File: src/rtl/grf_wb_queue.sv
// grf_wb_queue: write-side companion to the general register file.
//
// Merges register writes from the pipeline writeback stage (source A) and the
// multi-cycle mul/div unit (source B) into the GRF's single write port. Writes
// are buffered in an in-order circular FIFO and drained one per cycle. A lookup
// port lets decode forward values that are pending but not yet committed.
//
// Parameters:
//   DEPTH   FIFO entries (power of two, >= 2)
//
// Ports:
//   Clk, Reset                   clock (rising edge), async active-low reset
//   A_Valid/A_Addr/A_Data/A_PC   writeback request; A_Stall = not accepted
//   B_Valid/B_Addr/B_Data/B_PC   mul/div request (held until B_Ready)
//   B_Ready                      B accepted this cycle
//   W_En/W_Addr/W_Data/W_PC      GRF write port, driven from the head entry
//   Q_Addr -> Q_Hit/Q_Data       youngest pending write to Q_Addr
//   Count                        current occupancy
//
// Optional feature macro: WBQ_TRACE_EN enables a simulation-only commit trace
// ("@pc: $reg <= data") printed on every committing edge.
module grf_wb_queue #(
  parameter int DEPTH = 4
) (
  input  logic                     Clk,
  input  logic                     Reset,
  input  logic                     A_Valid,
  input  logic [4:0]               A_Addr,
  input  logic [31:0]              A_Data,
  input  logic [31:0]              A_PC,
  output logic                     A_Stall,
  input  logic                     B_Valid,
  output logic                     B_Ready,
  input  logic [4:0]               B_Addr,
  input  logic [31:0]              B_Data,
  input  logic [31:0]              B_PC,
  output logic                     W_En,
  output logic [4:0]               W_Addr,
  output logic [31:0]              W_Data,
  output logic [31:0]              W_PC,
  input  logic [4:0]               Q_Addr,
  output logic                     Q_Hit,
  output logic [31:0]              Q_Data,
  output logic [$clog2(DEPTH):0]   Count
);

  localparam int PW = $clog2(DEPTH);
  localparam int CW = PW + 1;

  logic [4:0]    addr_mem [DEPTH];
  logic [31:0]   data_mem [DEPTH];
  logic [31:0]   pc_mem   [DEPTH];

  logic [PW-1:0] rd_ptr;
  logic [PW-1:0] wr_ptr;
  logic [PW-1:0] a_slot;
  logic [CW-1:0] count;
  logic [CW-1:0] free;
  logic          need_a;
  logic          need_b;
  logic          enq_a;
  logic          enq_b;
  logic          deq;

  // Acceptance is judged on pre-edge occupancy; the dequeue happening on the
  // same edge is deliberately not credited. A claims space before B.
  always_comb begin
    free    = CW'(DEPTH) - count;
    need_a  = A_Valid && (A_Addr != 5'd0);
    need_b  = B_Valid && (B_Addr != 5'd0);
    A_Stall = need_a && (free == '0);
    enq_a   = need_a && !A_Stall;
    B_Ready = B_Valid && (!need_b || (free >= (need_a ? CW'(2) : CW'(1))));
    enq_b   = need_b && B_Ready;
    deq     = (count != '0);
    // B is the older instruction, so it takes the first free slot.
    a_slot  = wr_ptr + PW'(enq_b);
  end

  // Entry storage: data only, never reset.
  always_ff @(posedge Clk) begin
    if (enq_b) begin
      addr_mem[wr_ptr] <= B_Addr;
      data_mem[wr_ptr] <= B_Data;
      pc_mem[wr_ptr]   <= B_PC;
    end
    if (enq_a) begin
      addr_mem[a_slot] <= A_Addr;
      data_mem[a_slot] <= A_Data;
      pc_mem[a_slot]   <= A_PC;
    end
  end

  always_ff @(posedge Clk or negedge Reset) begin
    if (!Reset) begin
      rd_ptr <= '0;
      wr_ptr <= '0;
      count  <= '0;
    end else begin
      rd_ptr <= rd_ptr + PW'(deq);
      wr_ptr <= wr_ptr + PW'(enq_a) + PW'(enq_b);
      count  <= count + CW'(enq_a) + CW'(enq_b) - CW'(deq);
    end
  end

  // Outputs are gated by occupancy so that an asynchronous reset zeroes them
  // immediately even though the storage keeps its old contents.
  always_comb begin
    W_En   = deq;
    W_Addr = deq ? addr_mem[rd_ptr] : 5'd0;
    W_Data = deq ? data_mem[rd_ptr] : 32'd0;
    W_PC   = deq ? pc_mem[rd_ptr]   : 32'd0;
    Count  = count;
  end

  // Scan oldest to youngest so the last match (closest to the tail) wins.
  always_comb begin
    logic [PW-1:0] idx;
    idx    = rd_ptr;
    Q_Hit  = 1'b0;
    Q_Data = 32'd0;
    for (int i = 0; i < DEPTH; i++) begin
      idx = rd_ptr + PW'(i);
      if ((CW'(i) < count) && (Q_Addr != 5'd0) && (addr_mem[idx] == Q_Addr)) begin
        Q_Hit  = 1'b1;
        Q_Data = data_mem[idx];
      end
    end
  end

`ifdef WBQ_TRACE_EN
  always @(posedge Clk) begin
    if (Reset && W_En) begin
      $display("@%h: $%d <= %h", W_PC, W_Addr, W_Data);
    end
  end
`else
`endif

endmodule

File: config.mk
export PLATFORM = sky130hd
export DESIGN_NAME = grf_wb_queue
export DESIGN_NICKNAME = d
export VERILOG_FILES = /design/src/rtl/grf_wb_queue.sv
export SDC_FILE = /design/constraint.sdc
export NUM_CORES = 1
export LEC_CHECK = 0
export ABC_AREA = 1
export ABC_CLOCK_PERIOD_IN_PS = 3850
export CAP_MARGIN = 40
export CORE_ASPECT_RATIO = 2
export CORE_MARGIN = 1.5
export CORE_UTILIZATION = 50
export DETAILED_ROUTE_END_ITERATION = 8
export PLACE_DENSITY = 0.84
export SYNTH_ARGS = -nofsm -noshare
export SYNTH_HDL_FRONTEND = slang
export SYNTH_SLANG_ARGS = --single-unit
File: constraint.sdc
create_clock -name Clk -period 3.85 [get_ports Clk]
set_input_delay 0.5775 -clock Clk [delete_from_list [all_inputs] [get_ports Clk]]
set_output_delay 0.5775 -clock Clk [all_outputs]
set_load 0.03 [all_outputs]
# Word level (Yosys, flattened, before mapping)
# Memories as Yosys holds them, arrays and structs flattened.
# Cells that the tools add are included.
[op_classes]
n_addsub = 11
magnitude_cmp = 5
n_eq_ne = 4
mux = 16
n_reduce_logical = 22
[ops]
columns = ["operator", "n"]
rows = [
  ["32-bit two-way mux", 6],
  ["5-bit equality test", 4],
  ["5-bit nonzero test", 3],
  ["1-bit logical AND", 14],
  ["2-bit by 1-bit adder with 2-bit output", 4],
  ["1-bit two-way mux", 8],
  ["3-bit by 1-bit adder with 3-bit output", 2],
  ["1-bit by 3-bit less-than comparator with 1-bit output (first input constant)", 2],
  ["2-bit by 3-bit less-than comparator with 1-bit output (first input constant)", 2],
  ["5-bit two-way mux", 1],
  ["2-bit adder (second input constant)", 2],
  ["3-bit by 2-bit >= comparator with 1-bit output", 1],
  ["3-bit logical NOT", 1],
  ["3-bit nonzero test", 1],
  ["3-bit by 1-bit subtractor with 3-bit output", 1],
  ["3-bit subtractor (first input constant)", 1],
  ["2-bit by 1-bit adder with 2-bit output (second input constant)", 1],
  ["1-bit logical NOT", 2],
  ["2-bit two-way mux", 1],
  ["1-bit logical OR", 1],
]
[word_totals]
regBits = 7
mem_bits_rw = 276
input_bits = 147
out_inout_bits = 108
wordCells = 64
n_memories = 3
[mem_list]
columns = ["memory", "depth", "word_bits", "read_ports", "rd_clocked_by_memory_dff", "write_ports", "line", "rtl"]
rows = [
  ["data_mem", 4, 32, 4, 0, 2, "51", "logic [31:0] data_mem [DEPTH];"],
  ["pc_mem", 4, 32, 1, 0, 2, "52", "logic [31:0] pc_mem [DEPTH];"],
  ["addr_mem", 4, 5, 4, 0, 2, "50", "logic [4:0] addr_mem [DEPTH];"],
]

# Longest topological paths before layout
# Gate-level depths: netlist (run 1).
[depth]
word_depth = 9
ltp_mapped = 18
mapped_depth_nobuf = 16

# Worst setup path after synthesis (run 1)
# OpenSTA, ideal clock, no wires.
[synth_path]
kind = "reg-to-reg"
start = "register count[0], in the netlist Count[0]"
end = "memory addr_mem[3][0] (enable)"
arrival_time_ns = 4.038
slack_ns = -0.589
path_stages_with_launch = 15
path_buffers = 1
synth_period_minus_slack_ns = 4.439
path_cell_list = "dfrtp_1 > inv_1 > ha_1 > ha_1 > o21ai_0 > a41oi_1 > nand2_1 > inv_1 > ha_1 > nand2_1 > nand2_1 > inv_2 > nor3_2 > buf_2 > a31o_2"
[synth_lines]
columns = ["element", "line", "rtl"]
rows = [
  ["from (decl)", "57", "logic [CW-1:0] count;"],
  ["from (signal assigned)", "102", "count <= count + CW'(enq_a) + CW'(enq_b) - CW'(deq);"],
  ["to (decl)", "50", ""],
]

# Worst setup path in the final report (run 1)
[layout_path]
start = "register rd_ptr[0]"
end = "output port Q_Data[26]"
[layout_between]
elab_chain_len = 7
[layout_rtl]
columns = ["element", "line", "rtl"]
rows = [
  ["from (decl)", "54", "logic [PW-1:0] rd_ptr;"],
  ["from (signal assigned)", "100", "rd_ptr <= rd_ptr + PW'(deq);"],
  ["2-bit by 1-bit adder with 2-bit output or memory read 4 x 5 bit (tied branches)", "--", ""],
  ["memory read 4 x 5 bit or 5-bit equality test (tied branches)", "--", ""],
  ["5-bit equality test or 1-bit logical AND (tied branches)", "124", "if ((CW'(i) < count) && (Q_Addr != 5'd0) && (addr_mem[idx] == Q_Addr)) begin"],
  ["1-bit logical AND or 32-bit two-way mux (tied branches)", "124", ""],
  ["32-bit two-way mux (2 in a row)", "124", ""],
  ["32-bit two-way mux (*)", "124", ""],
  ["to (decl)", "43", "output logic [31:0] Q_Data,"],
]
# Every way passes the cells marked *; elsewhere a longest branch is shown, timed or not.

==> results.tsv, run 1 <==
metric	value	unit
root_buffer	clkbuf_16	
cts_max_level	1	
end_kind	primary output	
fin_crit_sh	96.0	%
dieWidth	137	um
clkPwrFrac	11.1	%
final_net_count	2612	
netlist-cell-type-count	35	
fmax	0.270	GHz
ys_ff_latch	283	
dp_hpwl	40100	um
gr-usage-met1	28.6	%
met2_usage	56.3	%
vdd_drop_max	0.667	mV
maxSlewHeadroom	48.4	%
insertion_delay	0.56	ns
tightestPinTransition	0.766	ns
synth_area_leaders	edfxtp_1 46%, nand2_1 14%, o21ai_0 12%	
core_area	0.0351	mm^2
ant_nets	0	
drc	0	
criticalPathCategory	flip-flop to primary output	
grt_pass1_vias	17200	
initial_core_util	50.8	%
clock-sinks	283	
yosys_warnings	0	
grt_overflow	0	
gr-usage-all-layers	30.1	%
total_leakage_power	8.74	nW
p_switching	11.8	mW
min_path_type	primary input to asynchronous set/reset pin	
first_pass_iters	8	
cp.arrival	3.12	ns
final_cells	2921	
switching_share	49.2	%
synth_most_common_cell	nand2_1	
finalPower	24.0	mW
port_buffers	254	
synth_top_area_share	46.5	%
start_kind	flip-flop	
vias	17100	
post-route-min-period	3.70	ns
drt_wl_total	55800	um
busiest_layer	met2	
synth_nets	2400	
synthArstFlopShare	2.47	%
worst_slack	0.152	ns
area_growth	24.8	%
wl_per_cell	19.1	um
ios	255	
clkTransAtPathRegs	0.07	ns
setup_viol	0	
dp.cells	2866	
dp_slack	-0.0316	ns
dieArea	0.0369	mm^2
power.internal	12.2	mW
clock_skew	0.0146	ns
cts_buffer_depth	3	
synth_flop_cell	edfxtp_1	
synth_enable_flop_cells	276	
drive_above_1_share	10.1	%
dpl_cell_area	0.0214	mm^2
p_comb_share	63.4	%
powerDensity	1080	mW/mm^2
die_h	270	um
syn_inst	2240	
drv_cap	0	
antenna_found_initial	8	
setup_tns	0	ns
viasPerCell	5.86	
required	3.27	ns
syn-cell-area	0.0178	mm^2
grt_pass1_wl	86000	um
hold_ws	0.326	ns
yosys.area.top_type	edfxtp_1	
cts_buffers	26	
final_area	0.0223	mm^2
fin_util	63.5	%
drt_iter0_drc	1363	
final_max_slew_viol_count	0	
gp_congestion	0.922	
synth.avg_cell_area	7.96	um^2
rr_worst_depth	15	
met3_usage	4.28	%
outcome	completed	
grt_max_degree	109	
seq_area_frac_synth	47.5	%
synthTopCellsByCount	680 x nand2_1, 424 x o21ai_0, 276 x edfxtp_1	
crit_fanout	33	
cts_tree	done	
pwr-share-seq	25.6	%
finalHoldViolations	0	
rsz0062_at_grt	false	
rows	97	
path summary, 6_finish.rpt:
kind | start | to | slack (ns)
min reg2reg | wr_ptr[1]$_DFF_PN0_ | wr_ptr[1]$_DFF_PN0_ | 0.60
min in group Clk | wr_ptr[1]$_DFF_PN0_ | wr_ptr[1]$_DFF_PN0_ | 0.60
max in group asynchronous | Reset | rd_ptr[0]$_DFF_PN0_ | 3.17
min | Reset | Count[2]$_DFF_PN0_ | 0.33
max reg2reg | Count[0]$_DFF_PN0_ | pc_mem[3][3]$_DFFE_PP_ | 0.65
max | rd_ptr[0]$_DFF_PN0_ | Q_Data[26] | 0.15
cells in the final DEF, fill, tap and decap left out, types with 4 or more instances in the layout:
master           synthesis  layout
a21oi_1                  4       4
a22oi_1                 32      32
a31o_4                   0       4
a31oi_1                 32      32
buf_12                   0      44
buf_4                    8      96
buf_6                   11       4
clkbuf_16                0      28
clkbuf_2                 0      20
clkdlybuf4s50_1          0     189
clkinv_2                 0       8
clkinv_4                 0       5
dfrtp_1                  7       5
diode_2                  0       4
edfxtp_1               276     276
ha_1                    10       9
inv_1                  129     129
mux2i_1                 64      64
nand2_1                680     677
nand3_1                139     137
nand4_1                 33      33
nor2_1                 150     148
nor2_4                   1       4
nor3_4                   0       4
o211ai_1                33      33
o21ai_0                424     424
o21ai_1                 18      17
xor2_1                   5       4
power by group through the flow:
| stage | Combinational (mW) | Clock (mW) | Sequential (mW) |
|---|---|---|---|
| after floorplan | 9.31 | 0 | 6.05 |
| after global placement | 14.7 | 0 | 6.10 |
| after detailed placement | 15.1 | 0 | 6.19 |
| after CTS | 15.1 | 2.67 | 6.13 |
| after global routing | 16.4 | 2.78 | 6.27 |
| final | 15.2 | 2.66 | 6.15 |
metal layers:
layer	up-vias	wire length (um)
met2	892	30400
met5	-	58
met3	256	4040
li1	8121	-
met4	10	4010
met1	7828	17200
flip-flops by register name (all words and copies together) (netlist names):
| name | flops |
|---|---|
| Count | 3 |
| rd_ptr | 2 |
| wr_ptr | 2 |
| data_mem | 128 |
| pc_mem | 128 |
| addr_mem | 20 |
what timing repair did:
item	in CTS	in global routing
endpoints found under the setup margin	26	29
pin swaps	0	1
resized for setup	47	53
buffers inserted	0	2
hold buffers	0	0
cloned	0	1
cell families after synthesis:
family | synth area share [%]
compound gates | 16.6
xor+xnor | 0.295
fa+ha+maj | 1.04
buf+inv | 7.75
flops | 47.5
mux | 3.59
simple gates | 23.2
layout make-up:
class / count / area (um^2)
timing repair buffer: 360 / 3730
multi-input combinational: 1649 / 8120
clock inverter: 21 / 191
tap: 445 / 557
inverter: 132 / 500
clock buffer: 27 / 676
sequential: 283 / 8470
antenna: 4 / 10.0
fill: 2900 / 12800
critical path, stage by stage, from the launching register on:
cell and delay [ns]:
dfrtp_4 0.53, inv_4 0.14, buf_16 0.18, nand2_1 0.09, nand3_1 0.12, nand2_2 0.12, nand2_1 0.08, nand2_1 0.12
nor2_2 0.13, nand3_2 0.10, buf_12 0.18, nor2_1 0.11, nand2_1 0.05, nand3_1 0.06, nand2_1 0.05, nand2_1 0.12
clkdlybuf4s15_2 0.32
Power figures use the tool's default switching activity.
==> run 2, diff against run 1 <==
- SLEW_MARGIN: default -> 20
==> results of run 2 <==
The final DEF is identical to that of run 1; final timing and power are the same.
